===== config.mk =====
export PLATFORM = sky130hd
export DESIGN_NAME = sb_keyevent_queue
export DESIGN_NICKNAME = d
export VERILOG_FILES = /design/src/rtl/sb_pkg.sv /design/src/rtl/sb_sync_fifo.sv /design/src/rtl/sb_keyevent_queue.sv
export SDC_FILE = /design/constraint.sdc
export NUM_CORES = 1
export LEC_CHECK = 0
export ABC_AREA = 1
export CAP_MARGIN = 40
export CORE_MARGIN = 8
export CORE_UTILIZATION = 55
export DETAILED_ROUTE_END_ITERATION = 8
export MAX_ROUTING_LAYER = met4
export PLACE_DENSITY = 0.9
export SLEW_MARGIN = 20
export SYNTH_ARGS = -nofsm -noshare
export SYNTH_HDL_FRONTEND = slang
export SYNTH_SLANG_ARGS = --single-unit

===== constraint.sdc =====
create_clock -name clk27 -period 2.2 [get_ports clk27]
set_input_delay 0.44 -clock clk27 [delete_from_list [all_inputs] [get_ports clk27]]
set_output_delay 0.44 -clock clk27 [all_outputs]
set_load 0.05 [all_outputs]

===== src/rtl/sb_pkg.sv =====
// Shared types and widths for the keycode / volume event queue.
package sb_pkg;

    localparam int KC_W  = 16;
    localparam int VOL_W = 6;

    typedef logic [KC_W-1:0] sb_keycode_t;

    typedef struct packed {
        logic             mute;
        logic [VOL_W-1:0] l;
        logic [VOL_W-1:0] r;
    } sb_vol_t;

endpackage


===== src/rtl/sb_sync_fifo.sv =====
// Show-ahead synchronous FIFO with a separate occupancy count and a
// one-cycle pulse when a push is dropped because the FIFO is full.
module sb_sync_fifo
    import sb_pkg::*;
#(
    parameter int W      = KC_W,
    parameter int DEPTH  = 8,
    parameter int ADDR_W = 3
) (
    input  logic              clk,
    input  logic              rst_n,
    input  logic              push,
    input  logic [W-1:0]      push_data,
    input  logic              pop,
    output logic [W-1:0]      head,
    output logic              empty,
    output logic [ADDR_W:0]   count,
    output logic              overflow
);

    logic [W-1:0]      mem [DEPTH];
    logic [ADDR_W-1:0] wr_ptr_reg;
    logic [ADDR_W-1:0] rd_ptr_reg;
    logic [ADDR_W:0]   count_reg;
    logic              full;
    logic              do_push;
    logic              do_pop;

    assign empty = (count_reg == '0);
    assign full  = (count_reg == (ADDR_W+1)'(DEPTH));

    // A pop in the same cycle frees a slot, so a push at full still lands.
    assign do_pop   = pop & ~empty;
    assign do_push  = push & (~full | pop);
    assign overflow = push & full & ~pop;

    // Storage write; contents need no reset because empty masks the head.
    always_ff @(posedge clk) begin
        if (do_push) begin
            mem[wr_ptr_reg] <= push_data;
        end
    end

    // Pointer and occupancy bookkeeping.
    always_ff @(posedge clk or negedge rst_n) begin
        if (!rst_n) begin
            wr_ptr_reg <= '0;
            rd_ptr_reg <= '0;
            count_reg  <= '0;
        end else begin
            if (do_push) begin
                wr_ptr_reg <= wr_ptr_reg + ADDR_W'(1);
            end
            if (do_pop) begin
                rd_ptr_reg <= rd_ptr_reg + ADDR_W'(1);
            end
            case ({do_push, do_pop})
                2'b10:   count_reg <= count_reg + (ADDR_W+1)'(1);
                2'b01:   count_reg <= count_reg - (ADDR_W+1)'(1);
                default: count_reg <= count_reg;
            endcase
        end
    end

    assign head  = empty ? '0 : mem[rd_ptr_reg];
    assign count = count_reg;

endmodule


===== src/rtl/sb_keyevent_queue.sv =====
// CPU-facing event buffer: keycode FIFO, synchronized volume/mute snapshot
// with sticky change flag, sticky overflow flag and a level interrupt.
module sb_keyevent_queue
    import sb_pkg::*;
#(
    parameter int DEPTH  = 8,
    parameter int ADDR_W = 3
) (
    input  logic               clk27,
    input  logic               hw_reset_n,
    input  logic [KC_W-1:0]    latest_keycode,
    input  logic               latest_keycode_valid,
    input  logic [11:0]        volume_db,
    input  logic               is_muted,
    input  logic               volume_db_valid,
    input  logic               kc_pop,
    output logic [KC_W-1:0]    kc_data,
    output logic               kc_empty,
    output logic [ADDR_W:0]    kc_count,
    output logic               kc_overflow,
    input  logic               ovf_clr,
    output logic [VOL_W-1:0]   vol_l,
    output logic [VOL_W-1:0]   vol_r,
    output logic               vol_mute,
    output logic               vol_changed,
    input  logic               vol_ack,
    input  logic               irq_en,
    output logic               irq
);

    sb_keycode_t head;
    logic        drop;
    logic [2:0]  sync_reg;
    logic        vol_rise;
    sb_vol_t     vol_reg;
    logic        vol_changed_reg;
    logic        ovf_reg;
    logic        irq_reg;

    sb_sync_fifo #(
        .W      (KC_W),
        .DEPTH  (DEPTH),
        .ADDR_W (ADDR_W)
    ) u_fifo (
        .clk       (clk27),
        .rst_n     (hw_reset_n),
        .push      (latest_keycode_valid),
        .push_data (latest_keycode),
        .pop       (kc_pop),
        .head      (head),
        .empty     (kc_empty),
        .count     (kc_count),
        .overflow  (drop)
    );

    // Two flops of synchronization for the mon_clk strobe, third for edge detect.
    always_ff @(posedge clk27 or negedge hw_reset_n) begin
        if (!hw_reset_n) begin
            sync_reg <= '0;
        end else begin
            sync_reg <= {sync_reg[1:0], volume_db_valid};
        end
    end

    assign vol_rise = sync_reg[1] & ~sync_reg[2];

    // Snapshot the quasi-static volume/mute fields on the detected rise.
    always_ff @(posedge clk27 or negedge hw_reset_n) begin
        if (!hw_reset_n) begin
            vol_reg <= '0;
        end else if (vol_rise) begin
            vol_reg <= '{mute: is_muted, l: volume_db[11:6], r: volume_db[5:0]};
        end
    end

    // Sticky flags; a new event in the same cycle as its clear keeps the flag set.
    always_ff @(posedge clk27 or negedge hw_reset_n) begin
        if (!hw_reset_n) begin
            vol_changed_reg <= 1'b0;
            ovf_reg         <= 1'b0;
        end else begin
            if (vol_rise) begin
                vol_changed_reg <= 1'b1;
            end else if (vol_ack) begin
                vol_changed_reg <= 1'b0;
            end
            if (drop) begin
                ovf_reg <= 1'b1;
            end else if (ovf_clr) begin
                ovf_reg <= 1'b0;
            end
        end
    end

    // Registered level interrupt, one cycle behind the flags it summarizes.
    always_ff @(posedge clk27 or negedge hw_reset_n) begin
        if (!hw_reset_n) begin
            irq_reg <= 1'b0;
        end else begin
            irq_reg <= irq_en & (~kc_empty | vol_changed_reg | ovf_reg);
        end
    end

    assign kc_data     = head;
    assign kc_overflow = ovf_reg;
    assign vol_l       = vol_reg.l;
    assign vol_r       = vol_reg.r;
    assign vol_mute    = vol_reg.mute;
    assign vol_changed = vol_changed_reg;
    assign irq         = irq_reg;

endmodule

* Word-level counts from Yosys, hierarchy flattened
Memory sizes are Yosys's and may differ from the RTL's. Index checks and enable logic that the tools add are counted.
Storage, ports and cells: input port bits 37, bits in writable memories 128, bits in registers 29, memories 1, output and inout port bits 37, logic and storage cells 43
Memory list:
- u_fifo.mem | depth 8, bits a word 16, rd ports 1, clocked after memory_dff 0, wr ports 1, RTL line sb_sync_fifo.sv:21 | logic [W-1:0] mem [DEPTH];
Operators by class: reduce and logical (&&, ||, !) cells 4, muxes and demuxes 8, eq/ne operators 3, bitwise logic cells 13, add/sub/neg operators 4
Operator list (number):
- 16-bit 2-to-1 mux | 1
- 4-bit one-hot mux with 2 select lines | 1
- 3-bit by 1-bit adder with 3-bit output (second input constant) | 2
- 1-bit AND | 6
- 1-bit 2-to-1 mux | 6
- 2-bit nonzero test | 3
- 4-bit by 1-bit adder with 4-bit output (second input constant) | 1
- 4-bit equality test (second input constant) | 1
- 4-bit zero test | 1
- 1-bit NOT | 4
- 4-bit by 1-bit subtractor with 4-bit output (second input constant) | 1
- 1-bit bitwise OR | 3
- 2-bit by 1-bit equality test with 1-bit output (second input constant) | 1
- 2-bit equality test (second input constant) | 1

* Depth between registers and ports, before layout
Gate-level depths: netlist of run 1.
depth after elaboration 6, gate-level depth with buffers 13, gate-level depth less buffers 13

* Cells and area by module
A second synthesis of run 1 with hierarchy kept.
Second synthesis, totals: cell total of the unflattened synthesis 529, area total of the unflattened synthesis 6342.3 sq um
Modules (own cells, without submodules):
- sb_sync_fifo | cells each 458, times used 1, area an instance 5637.9 sq um
- sb_keyevent_queue | cells each 71, times used 1, area an instance 704.4 sq um

* Least setup slack after synthesis of run 1
No wires, ideal clock.
path kind register to register, start point register u_fifo.count_reg[2], in the netlist u_fifo.count[2], end point memory u_fifo.mem[4][0] in the netlist's numbering (enable), slack -240 ps, arrival time 2051 ps, clock period less this slack 2440 ps, path buffers 0, stages on the path, launching flop included 6, required time 1812 ps, setup time 388 ps, cells stage by stage dfrtp_1 -> inv_1 -> nand4_1 -> nand2_2 -> or2_4 -> nor2_1
On the way: cells in the longest elaborated chain, start to end 6
RTL lines:
- start, declared | RTL line sb_sync_fifo.sv:24 | logic [ADDR_W:0] count_reg;
- start signal, assigned | RTL line sb_sync_fifo.sv:58 | 2'b10: count_reg <= count_reg + (ADDR_W+1)'(1);
- start signal, assigned | RTL line sb_sync_fifo.sv:59 | 2'b01: count_reg <= count_reg - (ADDR_W+1)'(1);
- start signal, assigned | RTL line sb_sync_fifo.sv:60 | default: count_reg <= count_reg;
- 4-bit equality test | RTL line sb_sync_fifo.sv:30 | assign full = (count_reg == (ADDR_W+1)'(DEPTH));
- 1-bit NOT | RTL line sb_sync_fifo.sv:34 | assign do_push = push & (~full | pop);
- 1-bit bitwise OR | RTL line sb_sync_fifo.sv:34
- 1-bit AND | RTL line sb_sync_fifo.sv:34
- 1-bit 2-to-1 mux | RTL line sb_sync_fifo.sv:39 | if (do_push) begin
- 1-bit 2-to-1 mux (not written as such) | RTL line sb_sync_fifo.sv:40 | mem[wr_ptr_reg] <= push_data;
- end, declared | RTL line sb_sync_fifo.sv:21
No other way between the ends.

* Final worst setup path of run 1
start point register u_fifo.rd_ptr_reg[0], end point output kc_data[5]
On the way: cells in the longest elaborated chain, start to end 2
RTL lines:
- start, declared | RTL line sb_sync_fifo.sv:23 | logic [ADDR_W-1:0] rd_ptr_reg;
- start signal, assigned | RTL line sb_sync_fifo.sv:55 | rd_ptr_reg <= rd_ptr_reg + ADDR_W'(1);
- memory 8 x 16 bit
- 16-bit 2-to-1 mux | RTL line sb_sync_fifo.sv:65 | assign head = empty ? '0 : mem[rd_ptr_reg];
- end, declared | RTL line sb_keyevent_queue.sv:17 | output logic [KC_W-1:0] kc_data,
No other way between the ends.

==> out/metrics.yaml, run 1 <==
arrival_ns: 2.05
htreeDepth: 4
core_area_um2: 11300
routed_wl_um: 18200
synth-seq-area-share_pct: 72.3
ioPinCount: 74
place.gp.congestion: 0.828
final_cells: 768
failed_checks: "setup timing"
multi_input_area_um2: 1690
fin_skew_ns: 0.0137
synth_cell_types: 30
grt_pass1_wl_um: 26700
regArea_um2: 4580
powerDensity_nw_per_um2: 1670
syn_inst: 498
port-buffer-count: 73
yosysTopAreaCell: "edfxtp_1"
hold_viol: 0
grt_max_degree: 49
drv_slew: 0
yosysTopAreaCellShare_pct: 60.8
period_needed_ns: 2.49
yosysMostFrequentCell: "edfxtp_1"
grt_pass1_vias: 4981
synthesis.nets: 540
cts_root_buf: "clkbuf_16"
viasPerCell: 6.20
crit_path_start_kind: "flip-flop"
dpl.hpwl_um: 9790
regMostFlops: "u_fifo.mem"
vdd_ir_drop_max_mv: 1.70
synth_area_per_cell_um2: 12.7
tns_ns: -2.93
cts_sinks: 157
fmax_mhz: 401
nNetsFinal: 654
ant_nets: 0
start_util_pct: 55.8
synth_area_um2: 6320
fillers: 596
worstPathRequired_ns: 1.76
hold_ws_ns: 0.355
synthArstFlopShare_pct: 18.5
hold_path.class: "flip-flop to flip-flop"
antenna_found_initial: 0
placed_cells: 719
drt_iter0_drc: 672
die_w_um: 123
path_class: "flip-flop to primary output"
dp_slack_ns: -0.119
synth-seq-cells: 157
path_max_fanout: 7
drc: 0
rsz0062_at_grt: "true"
synthTopCellsByArea: "edfxtp_1, dfrtp_1, nor2_1"
avgRoutedWirePerCell_um: 23.7
dieArea_um2: 15200
tightest_slew_ns: 0.577
numCtsBuffers: 17
post-route-util_pct: 76.4
status: "complete, but fails checks"
ys.warnings.count: 0
antenna_cells: 0
largest_register_ffs: 128
drt_first_pass_iters: 5
die_h_um: 123
cts.hold.buffers_added: 0
synth-edff-count: 128
path_common_cell: "buf_12"
grt_util_all_layers_pct: 24.5
path_cells: "buf_12 > buf_16 > buf_8 > nor2_1 > o22ai_1 > nor2_2 > nor2_4 > buf_12"
area_growth_pct: 36.9
finalCritPeriodShare_pct: 113
grt_overflow: 0
slowest_stage: "dfrtp_2"
vias: 4764
cp-end-kind: "primary output"
drive_gt1_share_pct: 26.2
insertion_delay_ns: 0.43
synth_top_flop_cell: "edfxtp_1"
final.setup.worst_slack_ns: -0.294
clk_path_buf_depth: 2
max_slew_margin_pct: 61.4
slowest_delay_ns: 0.47
p_leak_uw: 0.00324
synth_top_cells_by_count: "edfxtp_1, nor2_1, o21ai_0"
maxCapViolCount: 0
setup_viol: 16
clk_pin_slew_ns: 0.06
cts_tree: "yes"
row_count: 39
-- cells in the final DEF, fill, tap and decap left out, types with 2 or more instances in the layout --
cell type,instances
o21ai_0,41
nand2_1,37
xor2_1,3
nor2_4,9
inv_6,5
clkbuf_16,19
nor2_1,87
o21ai_2,3
buf_12,24
inv_1,15
clkdlybuf4s50_1,56
inv_8,3
nor2_2,29
dfrtp_2,5
o22ai_1,15
o22ai_2,2
dfrtp_1,24
bufinv_16,2
buf_16,7
o211ai_1,16
mux2_2,13
clkinv_4,4
xnor2_1,3
ha_1,5
o21ai_1,23
nand3_1,5
buf_8,2
buf_4,28
edfxtp_1,128
-- worst max-delay path: cells and delay by family, from the launching register on --
kind                   cells  cell delay, ns
DFF                        1            0.47
and+or+nand+nor            3            0.45
AOI/OAI and AO/OA          1            0.13
buffers and inverters      4            0.59
-- area by class of cell --
cell class / instances / share of cell area (%)
clock buffer: 17 / 4.92
clock inverter: 15 / 2.04
inverter: 17 / 0.796
multi-input combinational: 299 / 19.5
sequential: 157 / 52.9
tap: 143 / 2.07
timing repair buffer: 120 / 17.7
-- kinds of logic (layout without fill, tap and decap cells) --
group                      after synthesis  count (layout)  synth area share [%]
DFF                                    157             157                  72.3
adders and majority gates                5               5                 0.990
and+or+nand+nor                        171             171                  10.7
xor gates and xnor gates                 6               6                 0.832
buffers and inverters                   42             169                  3.60
muxes                                   13              13                  2.32
AOI/OAI and AO/OA                      104             104                  9.25
-- report_power, final --
group | total [uW] | switching (uW) | internal, uW
registers | 3940 | 250 | 3690
clock network | 3000 | 1280 | 1710
logic | 7510 | 4360 | 3150
-- metrics by stage --
| stage | instance area, um^2 | power, uW |
|---|---|---|
| 6_report | 8650 | 14400 |
| 5_1_grt | 8650 | 15000 |
| 4_1_cts | 8440 | 13800 |
| 3_5_place_dp | 7540 | 10000 |
| 3_3_place_gp | 7540 | 9830 |
| 2_1_floorplan | 6350 | 7530 |
-- per-layer routing --
metal	vias up	share of wire [%]	GRT usage, %
met4	0	3.4	13.3
li1	2006	-	-
met2	407	51	40.1
met5	-	0	-
met1	2298	36	27.3
met3	53	10	6.16
-- what timing repair did --
| action | 4_1_cts | 5_1_grt |
|---|---|---|
| cloned | 7 | 2 |
| endpoints found under the setup margin | 16 | 17 |
| gates resized for setup | 27 | 43 |
| setup buffers | 4 | 4 |
| pin swaps | 8 | 17 |
-- worst paths after layout --
path / start / to / slack (ns) / depth (start not counted)
worst max-delay path: u_fifo.rd_ptr_reg[0]$_DFFE_PN0P_ / kc_data[5] / -0.29 / 8
worst min-delay path: sync_reg[0]$_DFF_PN0_ / sync_reg[1]$_DFF_PN0_ / 0.36 / 0
worst max register to register: u_fifo.count[1]$_DFFE_PN0P_ / u_fifo.count[2]$_DFFE_PN0P_ / 0.18 / 11
worst min register to register: sync_reg[0]$_DFF_PN0_ / sync_reg[1]$_DFF_PN0_ / 0.36 / 0
max in group asynchronous: hw_reset_n / u_fifo.count[3]$_DFFE_PN0P_ / 1.52 / 2
min in group asynchronous: hw_reset_n / vol_l[5]$_DFFE_PN0P_ / 0.39 / 2
No activity file was read; power rests on OpenSTA's default activity.
==> inputs of run 2 (changes only) <==
--- a/config.mk
+++ b/config.mk
@@ -11,7 +11,8 @@
 export CORE_UTILIZATION = 55
 export DETAILED_ROUTE_END_ITERATION = 8
 export MAX_ROUTING_LAYER = met4
-export PLACE_DENSITY = 0.9
+export PLACE_DENSITY = 0.79
+export SETUP_SLACK_MARGIN = 0.15
 export SLEW_MARGIN = 20
 export SYNTH_ARGS = -nofsm -noshare
 export SYNTH_HDL_FRONTEND = slang
==> run 2 against run 1 <==
Net effect: the flow still finishes with violations (setup timing); via count fell by 3.2%; hold slack improved by 0.0042 ns; register-to-register slack improved by 0.06 ns; critical endpoint is now kc_data[3]; largest cell class unchanged; largest power group unchanged.
==> out/metrics.yaml, run 2 (synthesis gave the netlist of run 1 again) <==
port-buffer-count: 73  # unchanged
numCtsBuffers: 17  # unchanged
row_count: 39  # unchanged
dp_slack_ns: -0.175  # -0.0553 ns
hold_path.class: "flip-flop to flip-flop"
r2r_start: "u_fifo.count[1]$_DFFE_PN0P_"
area_growth_pct: 38.1
worstPathRequired_ns: 1.76  # about the same
crit_family: "buffers and inverters"
setup_viol: 16  # unchanged
tightest_slew_ns: 0.551  # -0.0268 ns
cp-end-kind: "primary output"
slowest_stage: "dfrtp_2"
grt_pass1_vias: 4734  # -5.0%
powerDensity_nw_per_um2: 1640  # -1.8%
core_area_um2: 11300  # unchanged
final_cell_mix: "edfxtp_1, nor2_1, o21ai_1, clkdlybuf4s50_1, nand2_1"
die_w_um: 123  # unchanged
grt_util_all_layers_pct: 22.8  # -1.7 points
rrSetupSlack_ns: 0.24  # +0.06 ns
ant_nets: 0  # unchanged
viasPerCell: 5.97  # -3.8%
cts.hold.buffers_added: 0  # unchanged
slowest_delay_ns: 0.46  # about the same
vias: 4611  # -3.2%
dieArea_um2: 15200  # unchanged
failed_checks: "setup timing"
period_needed_ns: 2.41  # -0.0841 ns
holdCritStartpoint: "sync_reg[0]$_DFF_PN0_"
finalCritPeriodShare_pct: 110  # -3.8 points
grt_pass1_wl_um: 25100  # -6.2%
insertion_delay_ns: 0.42  # about the same
final.setup.worst_slack_ns: -0.210  # +0.0841 ns
regArea_um2: 4580  # unchanged
arrival_ns: 1.97  # -0.08 ns
place.gp.congestion: 0.861  # +3.9%
crit_path_start_kind: "flip-flop"
start_util_pct: 55.8  # unchanged
multi_input_area_um2: 1690  # unchanged
clk_pin_slew_ns: 0.06  # about the same
htreeDepth: 4  # unchanged
worst-path-buf-inv: 3  # -1
fmax_mhz: 415  # +3.5%
fillers: 615  # +3.2%
cts_sinks: 157  # unchanged
drive_gt1_share_pct: 27.0  # +0.74 points
die_h_um: 123  # unchanged
max_slew_margin_pct: 63.2  # +1.8 points
final_common_cell: "edfxtp_1"
status: "complete, but fails checks"
drt_iter0_drc: 674  # +0.30%
cts_root_buf: "clkbuf_16"
hold_viol: 0  # unchanged
p_leak_uw: 0.00332  # +2.7%
ioPinCount: 74  # unchanged
dpl.hpwl_um: 9540  # -2.5%
antenna_cells: 0  # unchanged
critical_path.startpoint: "u_fifo.rd_ptr_reg[0]$_DFFE_PN0P_"
path_cells: "buf_6 > clkbuf_16 > o21ai_0 > o22ai_1 > nor2_1 > nor2_2 > buf_12"
routed_wl_um: 17200  # -5.5%
grt_overflow: 0  # unchanged
antenna_found_initial: 0  # unchanged
path_class: "flip-flop to primary output"
nNetsFinal: 659  # +0.76%
power_uw: 14300  # -0.91%
rsz0062_at_grt: "true"
regMostFlops: "u_fifo.mem"
avgRoutedWirePerCell_um: 22.2  # -6.2%
cts_tree: "yes"
maxCapViolCount: 0  # unchanged
drc: 0  # unchanged
clk_path_buf_depth: 2  # unchanged
fin_skew_ns: 0.00930  # -0.00440 ns
vdd_ir_drop_max_mv: 1.56  # -8.5%
drt_first_pass_iters: 5  # unchanged
path_max_fanout: 6  # -1
largest_register_ffs: 128  # unchanged
drv_slew: 0  # unchanged
grt_max_degree: 50  # +2.0%
==> run 2: cell types whose count changed in the layout (fill, tap and decap cells not counted), moves of 3 or more <==
cell	previous run	this run
buf_12	24	27
buf_6	1	4
clkdlybuf4s50_1	56	38
clkinvlp_4	1	7
dlygate4sd2_1	0	11
dlymetal6s2s_1	0	7
inv_6	5	1
o21ai_0	41	27
o21ai_1	23	38
==> run 2: path summary, 6_finish.rpt <==
path / end / cells after the start
min: sync_reg[1]$_DFF_PN0_ / 0
max in group asynchronous: u_fifo.count[0]$_DFFE_PN0P_ / 2
min in group asynchronous: vol_mute$_DFFE_PN0P_ / 2
max: kc_data[3] / 7
max reg2reg: u_fifo.count[2]$_DFFE_PN0P_ / 11
min reg2reg: sync_reg[1]$_DFF_PN0_ / 0
==> run 2: layout make-up <==
type / instances / area share, %
Sequential cell: 157 / 52.4
Clock inverter: 14 / 1.66
Multi-Input combinational cell: 299 / 19.4
Tap cell: 143 / 2.05
Clock buffer: 18 / 4.92
Inverter: 17 / 0.875
Timing Repair Buffer: 125 / 18.7
==> run 2: worst register-to-register path: stages (launching register included) <==
cell and delay [ns]:
dfrtp_2 0.44, nor2_4 0.14, nand4_1 0.14, nand2_2 0.11
ha_2 0.21, nand2_1 0.06, inv_1 0.07, nor2_1 0.06
ha_1 0.18, a21oi_1 0.17, xor2_1 0.16, o21ai_0 0.09
==> run 2: layer usage <==
metal	up-vias	global-route usage, %	routed length [um]
li1	2014	-	-
met1	2210	27.8	6400
met2	340	35.6	8460
met3	47	6.71	1830
met4	0	8.43	482
met5	-	-	0
==> run 2: per-stage QoR <==
stage	setup TNS, ns	instances	cell area [um^2]	utilization [%]	hold slack (ns)
global route	-3.35	773	8730	77.1	0.363
CTS	-1.78	764	8510	75.2	0.359
floorplan	0	498	6390	-	0.144
finish	-2.30	773	8730	77.1	0.359
global placement	-0.398	719	7610	67.2	0.335
detailed placement	-2.59	719	7610	67.2	0.345
==> run 2: power by group <==
group | internal [uW] | total (uW) | switching [uW]
registers | 3690 | 3940 | 249
clock network | 1670 | 2850 | 1190
logic | 3220 | 7520 | 4300
total | 8580 | 14300 | 5740
==> run 2: what timing repair did <==
| item | in CTS | in global routing |
|---|---|---|
| buffers inserted | 7 | 5 |
| pin swaps | 24 | 30 |
| endpoints found under the setup margin | 27 | 24 |
| cloned | 6 | 4 |
| gates resized for setup | 56 | 40 |
==> inputs of run 3 (changes only) <==
--- a/config.mk
+++ b/config.mk
@@ -8,10 +8,10 @@
 export ABC_AREA = 1
 export CAP_MARGIN = 40
 export CORE_MARGIN = 8
-export CORE_UTILIZATION = 55
+export CORE_UTILIZATION = 30
+export CTS_CLUSTER_DIAMETER = 30
 export DETAILED_ROUTE_END_ITERATION = 8
 export MAX_ROUTING_LAYER = met4
-export PLACE_DENSITY = 0.79
 export SETUP_SLACK_MARGIN = 0.15
 export SLEW_MARGIN = 20
 export SYNTH_ARGS = -nofsm -noshare
==> constraint.sdc (replaced) <==
create_clock -name clk27 -period 2.2 [get_ports clk27]
set_input_delay 0.44 -clock clk27 [delete_from_list [all_inputs] [get_ports clk27]]
set_output_delay 0.44 -clock clk27 [all_outputs]
set_load 0.005 [all_outputs]
==> run 3 against run 2 <==
Net effect: the flow still finishes with violations (setup timing); first-iteration DRC count down 71%; clock power is 7.0% higher; global-route usage shrank 11 points; via count down 8.5%; critical path type unchanged; critical endpoint is now kc_data[4]; largest power group unchanged.
==> out/metrics.yaml, run 3 (synthesis gave the netlist of run 1 again) <==
drv_slew: 0  # unchanged
cts_root_buf: "clkbuf_16"
setup_viol: 5  # -11
dpl_cell_area_um2: 7570  # -0.46%
crit_path_start_kind: "flip-flop"
clk_pin_slew_ns: 0.06  # about the same
multi_input_area_um2: 1680  # -0.52%
ioPinCount: 74  # unchanged
rsz0062_at_grt: "true"
place.gp.congestion: 0.734  # -15%
antenna_found_initial: 0  # unchanged
crit_path_end: "kc_data[4]"
cp-end-kind: "primary output"
path_class: "flip-flop to primary output"
numCtsBuffers: 17  # unchanged
dieArea_um2: 26000  # +71%
final_common_cell: "edfxtp_1"
reg2regPathDepth: 11  # unchanged
max_slew_margin_pct: 64.0  # +0.84 points
core_area_um2: 20800  # +84%
area_growth_pct: 38.3
regMostFlops: "u_fifo.mem"
fmax_mhz: 448  # +8.0%
vias: 4220  # -8.5%
tns_ns: -0.116  # +2.19 ns
fillers: 1900  # +210%
drive_gt1_share_pct: 26.3  # -0.73 points
vdd_ir_drop_max_mv: 0.723  # -53%
maxCapViolCount: 0  # unchanged
grt_pass1_wl_um: 23400  # -6.8%
drc: 0  # unchanged
r2r_end: "u_fifo.count[2]$_DFFE_PN0P_"
htreeDepth: 4  # unchanged
regArea_um2: 4570  # about the same
hold_ws_ns: 0.352  # -0.00712 ns
start_util_pct: 30.3  # -25 points
insertion_delay_ns: 0.42  # about the same
status: "complete, but fails checks"
cts.hold.buffers_added: 0  # unchanged
die_h_um: 161  # +31%
power_uw: 11900  # -17%
period_needed_ns: 2.23  # -0.178 ns
p_leak_uw: 0.00323  # -2.9%
hold_path.class: "flip-flop to flip-flop"
drt_iter0_drc: 198  # -71%
powerDensity_nw_per_um2: 1360  # -17%
failed_checks: "setup timing"
grt_pass1_vias: 4445  # -6.1%
clk_path_buf_depth: 2  # unchanged
dpl.hpwl_um: 9220  # -3.3%
arrival_ns: 1.79  # -0.18 ns
r2r_start: "u_fifo.count[1]$_DFFE_PN0P_"
routed_wl_um: 15100  # -12%
antenna_cells: 0  # unchanged
design_area_um2: 8740  # +0.13%
finalCritPeriodShare_pct: 101  # -8.1 points
grt_max_degree: 30  # -40%
tightest_slew_ns: 0.538  # -0.0126 ns
final.setup.worst_slack_ns: -0.0322  # +0.178 ns
die_w_um: 161  # +31%
fin_skew_ns: 0.0112  # +0.00185 ns
worstPathRequired_ns: 1.76  # about the same
rrSetupSlack_ns: 0.34  # +0.10 ns
grt_util_all_layers_pct: 12.0  # -11 points
final_cell_mix: "edfxtp_1, nor2_1, clkdlybuf4s50_1"
holdCritStartpoint: "sync_reg[0]$_DFF_PN0_"
nNetsFinal: 665  # +0.91%
critical_path.startpoint: "u_fifo.rd_ptr_reg[0]$_DFFE_PN0P_"
ant_nets: 0  # unchanged
largest_register_ffs: 128  # unchanged
cts_tree: "yes"
avgRoutedWirePerCell_um: 16.6  # -25%
port-buffer-count: 73  # unchanged
path_max_fanout: 13  # +7
grt_overflow: 0  # unchanged
drt_first_pass_iters: 4  # -1
row_count: 53  # +36%
cts_sinks: 157  # unchanged
hold_viol: 0  # unchanged
viasPerCell: 4.63  # -22%
[run 3: changes by cell type in the layout (fill, tap and decap cells not counted), sizes merged]
cell and delta:
dlymetal6s2s -7, bufinv +2, clkinvlp -5, clkinv -1
clkbuf +1, clkdlybuf4s50 +18, buf +5, dlygate4sd2 -10
inv +3
[run 3: through the flow]
stage	instances	setup WS (ns)	util, %
after floorplan	498	0.107	-
after global placement	857	-0.0782	36.4
after detailed placement	857	-0.160	36.4
after CTS	904	-0.0617	40.9
after global routing	911	-0.166	42.0
final	911	-0.0322	42.0
[run 3: critical path, stage by stage, from the launching register on]
cell and delay (ns):
dfrtp_2 0.44, buf_6 0.17, buf_16 0.15, o21ai_0 0.10, o211ai_1 0.19, nand2_1 0.10
nor2_2 0.12, buf_6 0.12
[run 3: layout make-up]
class / count / share of cell area, %
clock inverter: 13 / 2.15
timing repair buffer: 131 / 16.6
tap: 275 / 3.94
clock buffer: 19 / 4.95
sequential: 157 / 52.3
multi-input combinational: 299 / 19.2
inverter: 17 / 0.759
[run 3: timing repair]
| action | in CTS | in global routing |
|---|---|---|
| resized for setup | 142 | 33 |
| pin swaps | 37 | 34 |
| setup endpoints to repair | 17 | 17 |
| buffers inserted | 10 | 2 |
| gates cloned | 5 | 5 |
[run 3: worst min-delay path by stage]
stage | cells after the start | to | slack [ns]
final | 0 | sync_reg[1]$_DFF_PN0_ | 0.35
after CTS | 0 | sync_reg[1]$_DFF_PN0_ | 0.36
after detailed placement | 0 | sync_reg[1]$_DFF_PN0_ | 0.34
after global placement | 0 | sync_reg[1]$_DFF_PN0_ | 0.34
after global routing | 0 | sync_reg[1]$_DFF_PN0_ | 0.37
after floorplan | 0 | irq$_DFF_PN0_ | 0.14
[run 3: power breakdown]
part / switching (uW) / internal (uW) / total [uW] / leakage, uW
Combinational: 2520 / 2410 / 4930 / 0.00143
Sequential: 225 / 3690 / 3910 / 0.00150
Clock: 1150 / 1910 / 3050 / 0.000296
Total: 3890 / 8000 / 11900 / 0.00323
[run 3: per-layer routing]
layer  vias to the layer above  track usage, %  share of wire, %
li1                       2025               -                 -
met1                      2064            14.1                45
met2                       113            18.9                48
met3                        18            3.82               5.6
met4                         0            4.63               1.6
met5                         -               -                 0
